### src/rtl/reg_scan_check_pkg.sv
// Shared encodings for the register-bank integrity scanner.
package reg_scan_check_pkg;

  localparam logic [1:0] MODE_SUM = 2'd0;
  localparam logic [1:0] MODE_XOR = 2'd1;
  localparam logic [1:0] MODE_CRC = 2'd2;

  typedef enum logic [1:0] {
    ST_IDLE = 2'd0,
    ST_SCAN = 2'd1,
    ST_FIN  = 2'd2
  } state_e;

  // Minimum of one bit so a two-register bank still gets an index port.
  function automatic int clog2(input int n);
    int r;
    r = 1;
    while ((1 << r) < n) r++;
    return r;
  endfunction

endpackage

### src/rtl/reg_scan_check_if.sv
// Control/status bundle between the scanner and whatever drives/observes it.
interface reg_scan_check_if
  import reg_scan_check_pkg::*;
#(
  parameter int NUM_REGS = 128,
  parameter int REG_W    = 8,
  parameter int ACC_W    = 8
) ();

  localparam int IDX_W = clog2(NUM_REGS);

  logic                      CK_EE_i;
  logic                      START_i;
  logic                      CONT_i;
  logic [1:0]                MODE_i;
  logic [NUM_REGS*REG_W-1:0] DATss_i;
  logic                      BUSY_o;
  logic                      DONE_o;
  logic [ACC_W-1:0]          RES_o;
  logic                      PAR_o;
  logic                      CHG_o;
  logic [IDX_W-1:0]          IDX_o;

  modport master (
    output CK_EE_i, START_i, CONT_i, MODE_i, DATss_i,
    input  BUSY_o, DONE_o, RES_o, PAR_o, CHG_o, IDX_o
  );

  modport slave (
    input  CK_EE_i, START_i, CONT_i, MODE_i, DATss_i,
    output BUSY_o, DONE_o, RES_o, PAR_o, CHG_o, IDX_o
  );

endinterface

### src/rtl/reg_scan_check_crc_step.sv
// One register's worth of serial CRC steps, unrolled combinationally (MSB first).
module reg_scan_crc_step #(
  parameter int               ACC_W    = 8,
  parameter int               REG_W    = 8,
  parameter logic [ACC_W-1:0] CRC_POLY = 8'h07
) (
  input  logic [ACC_W-1:0] crc_in,
  input  logic [REG_W-1:0] data,
  output logic [ACC_W-1:0] crc_out
);

  logic fb;

  always_comb begin
    crc_out = crc_in;
    fb      = 1'b0;
    for (int i = REG_W - 1; i >= 0; i--) begin
      fb      = crc_out[ACC_W-1] ^ data[i];
      crc_out = (crc_out << 1) ^ (fb ? CRC_POLY : '0);
    end
  end

endmodule

### src/rtl/reg_scan_check.sv
// Walks the register image one entry per enabled clock and folds it into a
// SUM / XOR / CRC signature; holds the result and flags changes between scans.
module reg_scan_check
  import reg_scan_check_pkg::*;
#(
  parameter int               NUM_REGS = 128,
  parameter int               REG_W    = 8,
  parameter int               ACC_W    = 8,
  parameter logic [ACC_W-1:0] CRC_POLY = 8'h07,
  parameter logic [ACC_W-1:0] CRC_INIT = 8'h00
) (
  input logic              CK_i,
  input logic              ARST_i,
  reg_scan_check_if.slave  bus
);

  localparam int               IDX_W    = clog2(NUM_REGS);
  localparam logic [IDX_W-1:0] IDX_LAST = IDX_W'(NUM_REGS - 1);

  state_e           state_q, state_d;
  logic [1:0]       mode_q, mode_d;
  logic [ACC_W-1:0] acc_q, acc_d;
  logic [IDX_W-1:0] idx_q, idx_d;
  logic [ACC_W-1:0] res_q, res_d;
  logic             chg_q, chg_d;
  logic             valid_q, valid_d;
  logic             done_q, done_d;

  logic [REG_W-1:0] cur_reg;
  logic [ACC_W-1:0] crc_next;
  logic [ACC_W-1:0] acc_next;
  logic [ACC_W-1:0] acc_init;

  // Image is read live at the current index, never snapshotted.
  assign cur_reg  = bus.DATss_i[int'(idx_q)*REG_W +: REG_W];
  assign acc_init = (bus.MODE_i == MODE_CRC) ? CRC_INIT : '0;

  reg_scan_crc_step #(
    .ACC_W   (ACC_W),
    .REG_W   (REG_W),
    .CRC_POLY(CRC_POLY)
  ) u_crc_step (
    .crc_in (acc_q),
    .data   (cur_reg),
    .crc_out(crc_next)
  );

  always_comb begin
    case (mode_q)
      MODE_XOR: acc_next = acc_q ^ ACC_W'(cur_reg);
      MODE_CRC: acc_next = crc_next;
      default:  acc_next = acc_q + ACC_W'(cur_reg);
    endcase
  end

  always_comb begin
    state_d = state_q;
    mode_d  = mode_q;
    acc_d   = acc_q;
    idx_d   = idx_q;
    res_d   = res_q;
    chg_d   = chg_q;
    valid_d = valid_q;
    done_d  = 1'b0;
    if (bus.CK_EE_i) begin
      case (state_q)
        ST_IDLE: begin
          if (bus.START_i) begin
            mode_d  = bus.MODE_i;
            acc_d   = acc_init;
            idx_d   = '0;
            state_d = ST_SCAN;
          end
        end
        ST_SCAN: begin
          acc_d = acc_next;
          if (idx_q == IDX_LAST) begin
            idx_d   = '0;
            state_d = ST_FIN;
          end else begin
            idx_d = idx_q + IDX_W'(1);
          end
        end
        ST_FIN: begin
          res_d   = acc_q;
          done_d  = 1'b1;
          chg_d   = valid_q & (acc_q != res_q);
          valid_d = 1'b1;
          if (bus.CONT_i) begin
            mode_d  = bus.MODE_i;
            acc_d   = acc_init;
            state_d = ST_SCAN;
          end else begin
            state_d = ST_IDLE;
          end
        end
        default: state_d = ST_IDLE;
      endcase
    end
  end

  always_ff @(posedge CK_i or posedge ARST_i) begin
    if (ARST_i) begin
      state_q <= ST_IDLE;
      mode_q  <= MODE_SUM;
      acc_q   <= '0;
      idx_q   <= '0;
      res_q   <= '0;
      chg_q   <= 1'b0;
      valid_q <= 1'b0;
      done_q  <= 1'b0;
    end else begin
      state_q <= state_d;
      mode_q  <= mode_d;
      acc_q   <= acc_d;
      idx_q   <= idx_d;
      res_q   <= res_d;
      chg_q   <= chg_d;
      valid_q <= valid_d;
      done_q  <= done_d;
    end
  end

  assign bus.BUSY_o = (state_q != ST_IDLE);
  assign bus.DONE_o = done_q;
  assign bus.RES_o  = res_q;
  assign bus.PAR_o  = ^res_q;
  assign bus.CHG_o  = chg_q;
  assign bus.IDX_o  = idx_q;

endmodule

### src/flat_wrapper.sv
// flat-port wrapper written by rule: the top's interface ports become plain ports
module reg_scan_check_flat import reg_scan_check_pkg::*;
#(
  parameter int               NUM_REGS = 128,
  parameter int               REG_W    = 8,
  parameter int               ACC_W    = 8,
  parameter logic [ACC_W-1:0] CRC_POLY = 8'h07,
  parameter logic [ACC_W-1:0] CRC_INIT = 8'h00
)
  (CK_i, ARST_i, bus_CK_EE_i, bus_START_i, bus_CONT_i, bus_MODE_i, bus_DATss_i, bus_BUSY_o, bus_DONE_o, bus_RES_o, bus_PAR_o, bus_CHG_o, bus_IDX_o);
  reg_scan_check_if #(.NUM_REGS(NUM_REGS), .REG_W(REG_W), .ACC_W(ACC_W)) bus_i ();
  input logic CK_i;
  input logic ARST_i;
  input wire logic [$bits(bus_i.CK_EE_i)-1:0] bus_CK_EE_i;
  input wire logic [$bits(bus_i.START_i)-1:0] bus_START_i;
  input wire logic [$bits(bus_i.CONT_i)-1:0] bus_CONT_i;
  input wire logic [$bits(bus_i.MODE_i)-1:0] bus_MODE_i;
  input wire logic [$bits(bus_i.DATss_i)-1:0] bus_DATss_i;
  output wire logic [$bits(bus_i.BUSY_o)-1:0] bus_BUSY_o;
  output wire logic [$bits(bus_i.DONE_o)-1:0] bus_DONE_o;
  output wire logic [$bits(bus_i.RES_o)-1:0] bus_RES_o;
  output wire logic [$bits(bus_i.PAR_o)-1:0] bus_PAR_o;
  output wire logic [$bits(bus_i.CHG_o)-1:0] bus_CHG_o;
  output wire logic [$bits(bus_i.IDX_o)-1:0] bus_IDX_o;
  assign bus_i.CK_EE_i = bus_CK_EE_i;
  assign bus_i.START_i = bus_START_i;
  assign bus_i.CONT_i = bus_CONT_i;
  assign bus_i.MODE_i = bus_MODE_i;
  assign bus_i.DATss_i = bus_DATss_i;
  assign bus_BUSY_o = bus_i.BUSY_o;
  assign bus_DONE_o = bus_i.DONE_o;
  assign bus_RES_o = bus_i.RES_o;
  assign bus_PAR_o = bus_i.PAR_o;
  assign bus_CHG_o = bus_i.CHG_o;
  assign bus_IDX_o = bus_i.IDX_o;
  reg_scan_check #(.NUM_REGS(NUM_REGS), .REG_W(REG_W), .ACC_W(ACC_W), .CRC_POLY(CRC_POLY), .CRC_INIT(CRC_INIT)) u_core (.CK_i(CK_i), .ARST_i(ARST_i), .bus(bus_i));
endmodule
### config.mk
export PLATFORM = sky130hd
export DESIGN_NAME = reg_scan_check_flat
export DESIGN_NICKNAME = d
export VERILOG_FILES = /design/src/rtl/reg_scan_check_pkg.sv /design/src/rtl/reg_scan_check_if.sv /design/src/rtl/reg_scan_check_crc_step.sv /design/src/rtl/reg_scan_check.sv /design/src/flat_wrapper.sv
export SDC_FILE = /design/constraint.sdc
export NUM_CORES = 1
export LEC_CHECK = 0
export ABC_AREA = 1
export BUFFER_PORTS_ARGS = -buffer_cell sky130_fd_sc_hd__buf_2
export CORE_AREA = 5 5 411 413
export CTS_BUF_LIST = sky130_fd_sc_hd__clkbuf_8
export DETAILED_ROUTE_END_ITERATION = 10
export DIE_AREA = 0 0 416 418
export SYNTH_ARGS = -nofsm -noshare
export SYNTH_HDL_FRONTEND = slang
export SYNTH_SLANG_ARGS = --single-unit
### constraint.sdc
create_clock -name CK_i -period 4.03 [get_ports CK_i]
set_input_delay 1.209 -clock CK_i [delete_from_list [all_inputs] [get_ports CK_i]]
set_output_delay 1.209 -clock CK_i [all_outputs]
set_load 0.01 [all_outputs]
==> results.sh <==
export IMPL_io_buffers=1049
export IMPL_drc=0
export IMPL_synth_seq_area_share_pct=6.281
export IMPL_r2r_cells=22
export IMPL_min_from="u_core.valid_q"
export IMPL_routedWlPerCell_um=23.91
export IMPL_crit_buf_inv=6
export IMPL_rrSetupSlack_ns=-0.14
export IMPL_via_count=22370
export IMPL_cpMaxStageDelayCell="dfrtp_4"
export IMPL_place_ws_ns=-1.113
export IMPL_cp_max_fo=33
export IMPL_initial_core_util_pct=7.269
export IMPL_cts_tree="yes"
export IMPL_final_cell_mix="buf_2 (1048), nor2_1 (514), nand2_1 (430), o21ai_0 (409), buf_4 (252)"
export IMPL_io_pins=1050
export IMPL_cts_max_path_buffers=2
export IMPL_rsz0062_at_grt="true"
export IMPL_outcome="complete, but fails checks"
export IMPL_ys_ff_latch=30
export IMPL_worstHoldPathType="flop to flop"
export IMPL_rows=149
export IMPL_cp_end_kind="flop"
export IMPL_r2r_start="u_core.bus.IDX_o[0]"
export IMPL_dr_pass1_iters=6
export IMPL_wl_um=137800
export IMPL_tightestPinTransition_ns=0.7435
export IMPL_holdPathStages=2
export IMPL_ant_nets=0
export IMPL_max_cap_violations=0
export IMPL_ir_drop_mv=0.2463
export IMPL_rr_endpoint="u_core.acc_q[7]"
export IMPL_synthCells=2371
export IMPL_violations="setup timing"
export IMPL_synthesis_area_mm2=0.01195
export IMPL_cts_root_buf="clkbuf_8"
export IMPL_synthToLayoutAreaGrowth_pct=89.35
export IMPL_grtUsageTotal_pct=14.48
export IMPL_cp_data_arrival_time_ns=4.34
export IMPL_slowest_delay_ns=0.49
export IMPL_post_route_period_util_pct=103.5
export IMPL_period_needed_ns=4.171
export IMPL_drtIter0Drc=2403
export IMPL_grt_pass1_vias=21370
export IMPL_fin_skew_ns=0.007464
export IMPL_core_area_mm2=0.1644
export IMPL_htreeDepth=2
export IMPL_layout_setup_ws_ns=-0.1412
export IMPL_worstPathRequired_ns=4.20
export IMPL_die_width_um=416
export IMPL_synth_cell_types=42
export IMPL_setup_violations=2
export IMPL_slew_headroom_pct=50.38
export IMPL_stdcell_area_mm2=0.02263
export IMPL_synth_area_leaders="o21ai_0 (18%), nor2_1 (16%), nand2_1 (14%)"
export IMPL_worst_path_most_repeated_cell="buf_4"
export IMPL_cpLargestDelayFamily="compound AO/OA/AOI/OAI gates"
export IMPL_yosys_warnings=0
export IMPL_finalPower_mw=13.80
export IMPL_final_nets=4586
export IMPL_report_final_slew_viol_count=0
export IMPL_place_area_mm2=0.02167
export IMPL_die_area_mm2=0.1739
export IMPL_dp_hpwl_um=117000
export IMPL_netlist_top_cell_by_area="o21ai_0"
export IMPL_cts_sinks=30
export IMPL_clk_latency_ns=0.28
export IMPL_grt_first_pass_wirelength_um=176200
export IMPL_syn_avg_cell_area_um2=5.041
export IMPL_worstHoldEndpoint="u_core.valid_q"
export IMPL_via_per_inst=3.880
export IMPL_die_y_um=418
export IMPL_grt_max_degree=65
export IMPL_antenna_found_initial=70
export IMPL_overflow=0
export IMPL_gp_congestion=1.024
export IMPL_cts_made_buffers=5
export IMPL_yosysTopAreaCellShare_pct=18.13
export IMPL_clk_pin_slew_ns=0.07
export IMPL_syn_num_nets=3415
export IMPL_crit_path_start_kind="flop"
export IMPL_crit_type="flop to flop"
export IMPL_critical_path_cell_chain="buf_16 > buf_4 > buf_4 > o21ai_0 > o22ai_1 > buf_4 > nand2_1 > a31oi_2 > a221oi_2 > buf_4 > a31oi_1 > ha_1 > inv_1 > nor2_1 > nor2_1 > nor2_1 > a211o_1 > a221oi_2 > xor2_1 > nand2_1 > nand3_1 > nand2_1"
export IMPL_p_leak_nw=10.92
export IMPL_timing_fmax_ghz=0.2397
export IMPL_hold_ws_ns=0.4624
export IMPL_mostFrequentLayoutCell="buf_2"
export IMPL_power_density_mw_per_mm2=609.6
export IMPL_drive_above_1_share_pct=41.08
export IMPL_hold_viol_final=0
-- what timing repair did --
item / CTS / global route
buffers inserted: 8 / 0
pin swaps: 17 / 8
gates cloned: 6 / 4
setup endpoints to repair: 7 / 8
gates resized for setup: 85 / 34
hold buffers: 0 / 0
-- routing by layer --
metal / share of wire, % / vias to the layer above / track usage (%)
met2: 49 / 1360 / 25.25
met1: 39 / 10310 / 17.67
met4: 3.4 / 32 / 4.423
met3: 9.1 / 204 / 3.330
met5: 0.15 / - / 0
li1: - / 10460 / -
-- Yosys cell counts (all sizes together) --
cell     count
a2111oi      1
a31oi       16
nor3         5
o22ai       76
dfrtp       30
a22oi       32
nor4         1
o21ai      458
o211ai      41
mux2i        1
fa           1
nor2       520
o31ai        2
a21boi       1
buf        128
a21oi       59
xnor2       12
or2          5
nand2      441
clkinv       2
nor3b        1
xor2         4
a221o        2
nand3      207
a211o        1
ha          12
clkbuf      81
o221ai      63
a221oi       7
inv        161
-- registers in the layout, indices dropped and copies added, names as in the netlist --
signal	count
u_core.acc_q	8
u_core.bus.CHG_o	1
u_core.bus.DONE_o	1
u_core.bus.IDX_o	7
u_core.bus.RES_o	8
u_core.mode_q	2
u_core.state_q	2
u_core.valid_q	1
-- worst max path at each step --
stage	startpoint	end	cells after the start
2_1_floorplan	u_core.bus.IDX_o[0]	u_core.acc_q[7]	25
6_report	u_core.bus.IDX_o[0]	u_core.acc_q[7]	22
3_3_place_gp	bus_DATss_i[284]	u_core.acc_q[7]	19
4_1_cts	u_core.bus.IDX_o[0]	u_core.acc_q[7]	22
3_5_place_dp	bus_DATss_i[284]	u_core.acc_q[7]	19
5_1_grt	u_core.bus.IDX_o[0]	u_core.acc_q[7]	26
-- final cells by class --
type / instances / area (um2)
sequential: 30 / 763.2
fill: 19590 / 141800
clock inverter: 1 / 3.754
tap: 2189 / 2739
inverter: 163 / 645.6
clock buffer: 6 / 82.58
timing repair buffer: 1373 / 8558
multi-input combinational: 1969 / 9758
antenna: 33 / 82.58
-- where the power goes --
group / internal [mW] / switching (mW)
registers: 0.384 / 0.120
logic: 5.14 / 7.91
clock network: 0.133 / 0.113
-- cell families (layout without fill, tap and decap cells) --
| kind of cell | count (synthesis) | in the layout | synth area share (%) |
|---|---|---|---|
| and+or+nand+nor | 1180 | 1180 | 39.71 |
| AOI/OAI and AO/OA | 759 | 759 | 36.72 |
| buffers and inverters | 372 | 1543 | 14.61 |
| DFF | 30 | 30 | 6.281 |
| xor gates and xnor gates | 16 | 16 | 1.172 |
| adders and majority gates | 13 | 13 | 1.424 |
| muxes | 1 | 1 | 0.08375 |
| other | 0 | 33 | 0 |
-- worst min-delay path: stages, from the launching register on --
cell,delay (ns)
dfrtp_1,0.32
inv_1,0.05
nand2_1,0.06
-- metrics by stage --
stage / std cells / TNS [ns] / util, %
after floorplan: 2371 / 0 / -
final: 5764 / -0.1854 / 13.76
after CTS: 5727 / -0.2389 / 13.58
after global placement: 5706 / -4.755 / 13.18
after detailed placement: 5706 / -4.530 / 13.18
after global routing: 5753 / -1.280 / 13.75
Note: power is estimated with default switching activity, not from simulation.
